<file path="src/rtl/count_serializer.sv">
// Snapshots one of two 64-bit counts and streams it as a 10-byte frame:
// header, eight data bytes LSB first, XOR checksum.
module count_serializer #(
  parameter logic [7:0] HEADER = 8'hA5
) (
  input  logic        Clk,
  input  logic        Reset,
  input  logic [63:0] Count0,
  input  logic [63:0] Count1,
  input  logic        Start,
  input  logic        Sel,
  input  logic        Clear,
  input  logic        OutReady,
  output logic [7:0]  OutData,
  output logic        OutValid,
  output logic        OutLast,
  output logic        Busy,
  output logic        Overrun
);

  typedef enum logic [1:0] {
    IDLE,
    HDR,
    DATA,
    CSUM
  } state_t;

  state_t      state;
  logic [63:0] snap;
  logic        sel_q;
  logic [2:0]  idx;
  logic [7:0]  csum;

  logic        fire;
  logic [2:0]  nxt;
  logic [7:0]  hdr_now;
  logic [7:0]  hdr_cap;
  logic [7:0]  next_byte;

  assign fire      = OutValid && OutReady;
  assign nxt       = idx + 3'd1;
  assign hdr_now   = {HEADER[7:1], Sel};
  assign hdr_cap   = {HEADER[7:1], sel_q};
  assign next_byte = snap[{nxt, 3'b000} +: 8];

  // csum accumulates data bytes only; header folds in at the end
  always_ff @(posedge Clk or negedge Reset) begin
    if (!Reset) begin
      state    <= IDLE;
      snap     <= '0;
      sel_q    <= 1'b0;
      idx      <= '0;
      csum     <= '0;
      OutData  <= '0;
      OutValid <= 1'b0;
      OutLast  <= 1'b0;
      Busy     <= 1'b0;
      Overrun  <= 1'b0;
    end else begin
      if (Clear)
        Overrun <= 1'b0;
      if (Start && state != IDLE)
        Overrun <= 1'b1;

      unique case (state)
        IDLE: begin
          if (Start) begin
            state    <= HDR;
            snap     <= Sel ? Count1 : Count0;
            sel_q    <= Sel;
            idx      <= '0;
            csum     <= '0;
            OutData  <= hdr_now;
            OutValid <= 1'b1;
            OutLast  <= 1'b0;
            Busy     <= 1'b1;
          end
        end
        HDR: begin
          if (fire) begin
            state   <= DATA;
            idx     <= '0;
            OutData <= snap[7:0];
            csum    <= snap[7:0];
          end
        end
        DATA: begin
          if (fire) begin
            if (idx == 3'd7) begin
              state   <= CSUM;
              OutData <= csum ^ hdr_cap;
              OutLast <= 1'b1;
            end else begin
              idx     <= nxt;
              OutData <= next_byte;
              csum    <= csum ^ next_byte;
            end
          end
        end
        CSUM: begin
          if (fire) begin
            state    <= IDLE;
            idx      <= '0;
            OutData  <= '0;
            OutValid <= 1'b0;
            OutLast  <= 1'b0;
            Busy     <= 1'b0;
          end
        end
        default: state <= IDLE;
      endcase
    end
  end

endmodule

</file>
<file path="config.mk">
export PLATFORM = sky130hd
export DESIGN_NAME = count_serializer
export DESIGN_NICKNAME = d
export VERILOG_FILES = /design/src/rtl/count_serializer.sv
export SDC_FILE = /design/constraint.sdc
export NUM_CORES = 1
export LEC_CHECK = 0
export CAP_MARGIN = 10
export CORE_AREA = 2 2 122 124
export CTS_BUF_LIST = sky130_fd_sc_hd__clkbuf_8
export CTS_CLUSTER_SIZE = 28
export DETAILED_ROUTE_END_ITERATION = 7
export DIE_AREA = 0 0 124 126
export MAX_ROUTING_LAYER = met4
export RECOVER_POWER = 25
export SYNTH_ARGS = -nofsm -noshare
export SYNTH_HDL_FRONTEND = slang
export SYNTH_SLANG_ARGS = --single-unit
</file>
<file path="constraint.sdc">
create_clock -name Clk -period 2.7 [get_ports Clk]
set_clock_uncertainty 0.05 [all_clocks]
set_input_delay 0.405 -clock Clk [delete_from_list [all_inputs] [get_ports Clk]]
set_output_delay 0.405 -clock Clk [all_outputs]
set_load 0.01 [all_outputs]
</file>
# After elaboration in Yosys (flattened, before gate mapping)
# Index checks and enable logic that the tools add are counted.
[word_totals] register_bits=89 wordCells=71
[classes] n_mux=31 shifts=1 bitwise=2 addsub=1 reduce_logical=16 eq_ne=11
[ops] operator="$mux 64" count=1
[ops] operator="$mux 8" count=8
[ops] operator="$shiftx 64x7->8" count=1
[ops] operator="$pmux 8 s4" count=1
[ops] operator="$pmux 8 s3" count=1
[ops] operator="$xor 8x8->8" count=2
[ops] operator="$reduce_and 5->1" count=3
[ops] operator="$mux 3" count=4
[ops] operator="$ne 2x2->1 const B" count=6
[ops] operator="$mux 2" count=5
[ops] operator="$pmux 3 s3" count=1
[ops] operator="$pmux 2 s4" count=1
[ops] operator="$reduce_and 4->1" count=2
[ops] operator="$mux 1" count=7
[ops] operator="$reduce_bool 2->1" count=3
[ops] operator="$reduce_bool 3->1" count=2
[ops] operator="$eq 2x2->1 const B" count=2
[ops] operator="$add 3x1->3 const B" count=1
[ops] operator="$eq 3x3->1 const B" count=1
[ops] operator="$pmux 1 s3" count=1
[ops] operator="$reduce_and 3->1" count=1
[ops] operator="$eq 2x1->1 const B" count=1
[ops] operator="$logic_and 1x1->1" count=2
[ops] operator="$logic_not 2->1" count=1
[ops] operator="other kinds (4)" count=4

# Depth between registers and ports, before layout
[logic_depth] word_depth=6 ltp_mapped=9 depth_no_buf=6

# Worst setup path after synthesis
# Ideal clock, no wire load.
[synth_path] path_kind="register -> register" from="register idx[0]" to="register csum[7]" stages_incl_launch_ff=9 arrival_time_ns=2.034 n_path_buf=2 path_slack_ns=0.490 synth_period_minus_slack_ns=2.210 path_cell_list="dfrtp_1 > ha_1 > ha_1 > and2_1 > buf_6 > or4_1 > buf_2 > a21o_1 > a221o_1"
[synth_via] elab_chain_cells=6 elab_cells_between_ends=9 classes_between="add/sub: 1; eq/ne: 2; shift: 1; mux: 3; bitwise: 1; reduce/logical: 1"
[synth_rtl] element="from (decl)" line="31" source="logic [2:0] idx;"
[synth_rtl] element="from (signal assigned)" line="94" source="idx <= nxt;"
[synth_rtl] element="$add 3x1->3" line="41" source="assign nxt = idx + 3'd1;"
[synth_rtl] element="$shiftx 64x7->8" line="44" source="assign next_byte = snap[{nxt, 3'b000} +: 8];"
[synth_rtl] element="$xor 8x8->8" line="96" source="csum <= csum ^ next_byte;"
[synth_rtl] element="$mux 8" line="89" source="if (idx == 3'd7) begin"
[synth_rtl] element="$mux 8" line="88" source="if (fire) begin"
[synth_rtl] element="$pmux 8 s3" line="65" source="unique case (state)"
[synth_rtl] element="to (signal assigned)" line="84" source="csum <= snap[7:0];"
[synth_rtl] element="to (signal assigned)" line="96"
[synth_rtl] element="to (decl)" line="32" source="logic [7:0] csum;"
# Several ways; a longest one is shown, not always the timed one. The select of a mux whose other input is x is not followed.
# A chain may end at the register's enable or synchronous reset.

# Worst setup path in the final report
[layout_path] from="register state[0]" to="register idx[0]"
[layout_via] elab_chain_cells=4 elab_cells_between_ends=11 classes_between="eq/ne: 7; mux: 1; reduce/logical: 3"
[layout_rtl] element="from (decl)" line="28" source="state_t state;"
[layout_rtl] element="from (signal assigned)" line="49" source="state <= IDLE;"
[layout_rtl] element="from (signal assigned)" line="68" source="state <= HDR;"
[layout_rtl] element="from (signal assigned)" line="81" source="state <= DATA;"
[layout_rtl] element="$eq 2x2->1 / $eq 2x1->1 (equally long branches)" line="65"
[layout_rtl] element="$reduce_or 2->1 (no line)"
[layout_rtl] element="$ne 2x1->1 (no line)"
[layout_rtl] element="$reduce_and 4->1 (no line)"
# Several ways; a longest one is shown, not always the timed one.

==> flow_metrics.env <==
export IMPL_crit_arrival_ns=2.64
export IMPL_whs_ns=0.473
export IMPL_ys_warn_count=0
export IMPL_dieArea_mm2=0.0156
export IMPL_drt_wl_total_um=12700
export IMPL_synth_compound_area_frac=0.145
export IMPL_grt_use_total=0.174
export IMPL_area_growth_pct=37.7
export IMPL_timing_fmax_mhz=417
export IMPL_cp_required_ns=2.95
export IMPL_numCtsBuffers=9
export IMPL_avgRoutedWirePerCell_um=16.4
export IMPL_hpwl_um=9740
export IMPL_cts_tree="yes"
export IMPL_first_pass_iters=4
export IMPL_syn_avg_cell_area_um2=10.7
export IMPL_yosys_area_top_type="dfrtp_1"
export IMPL_die_w_um=124
export IMPL_yosys_top_cells_area="dfrtp_1, mux2i_1, a21oi_1, mux4_2, nor2_1"
export IMPL_setup_violations_final=0
export IMPL_drv_slew=31
export IMPL_tns_ns=0
export IMPL_powerDensity_mw_per_mm2=963
export IMPL_status="finished with violations"
export IMPL_synth_common_cells="dfrtp_1, mux2i_1, a21oi_1"
export IMPL_cp_max_fo=17
export IMPL_synthArstFlopShare=1.00
export IMPL_min_path_type="reg -> reg"
export IMPL_startpoint_type="register"
export IMPL_drive_above_1_share=0.0880
export IMPL_die_h_um=126
export IMPL_ys_types=44
export IMPL_max_vdd_ir_drop_mv=0.379
export IMPL_design_core_area_mm2=0.0143
export IMPL_synth_most_common_cell="dfrtp_1"
export IMPL_fillers=1338
export IMPL_violations="capacitance limit, slew limit"
export IMPL_drc_errors=0
export IMPL_synth_edf_count=0
export IMPL_critPathCaptureType="register"
export IMPL_syn_area_mm2=0.00488
export IMPL_synth_ff_type="dfrtp_1"
export IMPL_cts_root_buf="clkbuf_8"
export IMPL_worstMarginPinSlew_ns=1.81
export IMPL_period_needed_ns=2.40
export IMPL_io_buffers=145
export IMPL_synth_adder_area_share=0.0231
export IMPL_syn_inst=455
export IMPL_pin_count=146
export IMPL_ys_seq_area_frac=0.457
export IMPL_max_cap_violations=1
export IMPL_drt_iter0_drc=213
export IMPL_antenna_found_initial=0
export IMPL_grt_pass1_wl_um=20300
export IMPL_ys_ff_latch=89
export IMPL_crit_type="reg -> reg"
export IMPL_vias_per_cell=5.06
export IMPL_clk_pin_slew_ns=0.09
export IMPL_multiInputGateArea_mm2=0.00242
export IMPL_worst_slew_margin_rel=-0.208
export IMPL_post_cts_buffers=0
export IMPL_min_period_over_period=0.887
export IMPL_p_leak_nw=2.80
export IMPL_synth_xor_area_frac=0.00180
export IMPL_synth_top_cell_area_share=0.457
export IMPL_clk_path_buf_depth=2
export IMPL_antenna_left=0
export IMPL_clk_latency_ns=0.36
export IMPL_vias=3918
export IMPL_synthesis_nets=598
export IMPL_ff_latch_area_mm2=0.00223
export IMPL_synth_top_family_by_area="multiplexers"
export IMPL_hold_viol_final=0
export IMPL_synth_mux_area_frac=0.237
export IMPL_synth_simple_gate_area_frac=0.0880
export IMPL_cts_sinks=89
export IMPL_initial_core_util=0.341
export IMPL_overflow=0
export IMPL_grt_pass1_vias=4029
export IMPL_rows=44
export IMPL_cts_max_level=3
export IMPL_gp_congestion=0.830
export IMPL_rsz0062_at_grt="no"
export IMPL_n_antenna_cell=0
export IMPL_finalNetCount=729
export IMPL_grt_max_degree=60
cells by family (layout without fill, tap and decap cells):
| kind of cell | after synthesis | in the layout |
|---|---|---|
| multiplexers | 94 | 94 |
| adder cells (fa/ha/maj) | 9 | 9 |
| XOR/XNOR | 1 | 1 |
| AO/OA/AOI/OAI | 115 | 115 |
| AND/OR/NAND/NOR | 102 | 102 |
| buffers and inverters | 45 | 181 |
| flip-flops | 89 | 89 |
routing by layer:
| metal | GRT usage | vias up | wire length, µm |
|---|---|---|---|
| met5 | - | - | 0 |
| met4 | 0.0456 | 0 | 232 |
| met3 | 0.0331 | 17 | 760 |
| met2 | 0.278 | 117 | 6140 |
| met1 | 0.228 | 1875 | 5570 |
| li1 | - | 1909 | - |
path summary, 6_finish.rpt:
path / start / end / slack (ns) / depth (start not counted)
hold reg to reg: OutData[7] / OutData[7] / 0.47 / 1
setup / recovery: state[0] / idx[0] / 0.30 / 6
setup reg to reg: state[0] / idx[0] / 0.30 / 6
hold / removal: OutData[7] / OutData[7] / 0.47 / 1
max in group asynchronous: Reset / snap[45] / 0.51 / 3
min in group asynchronous: Reset / Busy / 1.02 / 2
where the power goes:
group	internal (mW)	leakage (nW)	switching, mW	total (mW)
combinational	1.53	1.66	1.55	3.08
clock	0.533	0.115	0.501	1.03
sequential	1.94	1.03	0.417	2.36
total	4.01	2.80	2.47	6.47
through the flow:
step / instance area (µm²) / total power [mW] / util / instances / worst slack, ns
2_1_floorplan: 4880 / 4.49 / - / 455 / 0.490
3_3_place_gp: 6480 / 5.35 / 0.453 / 758 / 0.222
3_5_place_dp: 6480 / 5.45 / 0.453 / 758 / 0.131
4_1_cts: 6720 / 6.51 / 0.469 / 775 / 0.103
5_1_grt: 6720 / 6.96 / 0.469 / 775 / 0.149
6_report: 6720 / 6.47 / 0.469 / 775 / 0.304
layout by cell type (no fill, tap or decap), types with 8 or more instances in the layout:
cell / instances
a21oi_1: 71
buf_4: 8
clkbuf_8: 9
clkdlybuf4s50_1: 143
dfrtp_1: 89
ha_1: 9
inv_1: 8
mux2i_1: 72
mux4_2: 15
nand2_1: 17
nor2_1: 69
critical path: stages, from the launching register on:
cell       delay [ns]
dfrtp_1          0.43
inv_1            0.11
ha_1             0.37
a2bb2oi_2        0.22
a211o_1          0.49
or4b_1           0.57
nand2_1          0.09
timing repair:
action                                 CTS  global route
hold buffers                             1             0
gates resized for setup                  0             1
endpoints found under the hold margin   30             0
setup endpoints to repair                0             3
registers in the layout, indices dropped and copies added (netlist names):
signal and count:
snap 64, OutData 8, csum 8, idx 3
state 2, Busy 1, OutLast 1, Overrun 1
sel_q 1
cell type report:
cell class,count,area share
Clock buffer,9,0.0184
Clock inverter,7,0.0149
Inverter,8,0.00447
Multi-Input combinational cell,321,0.360
Sequential cell,89,0.332
Tap cell,184,0.0343
Timing Repair Buffer,157,0.236
(Power assumes the default switching activity.)
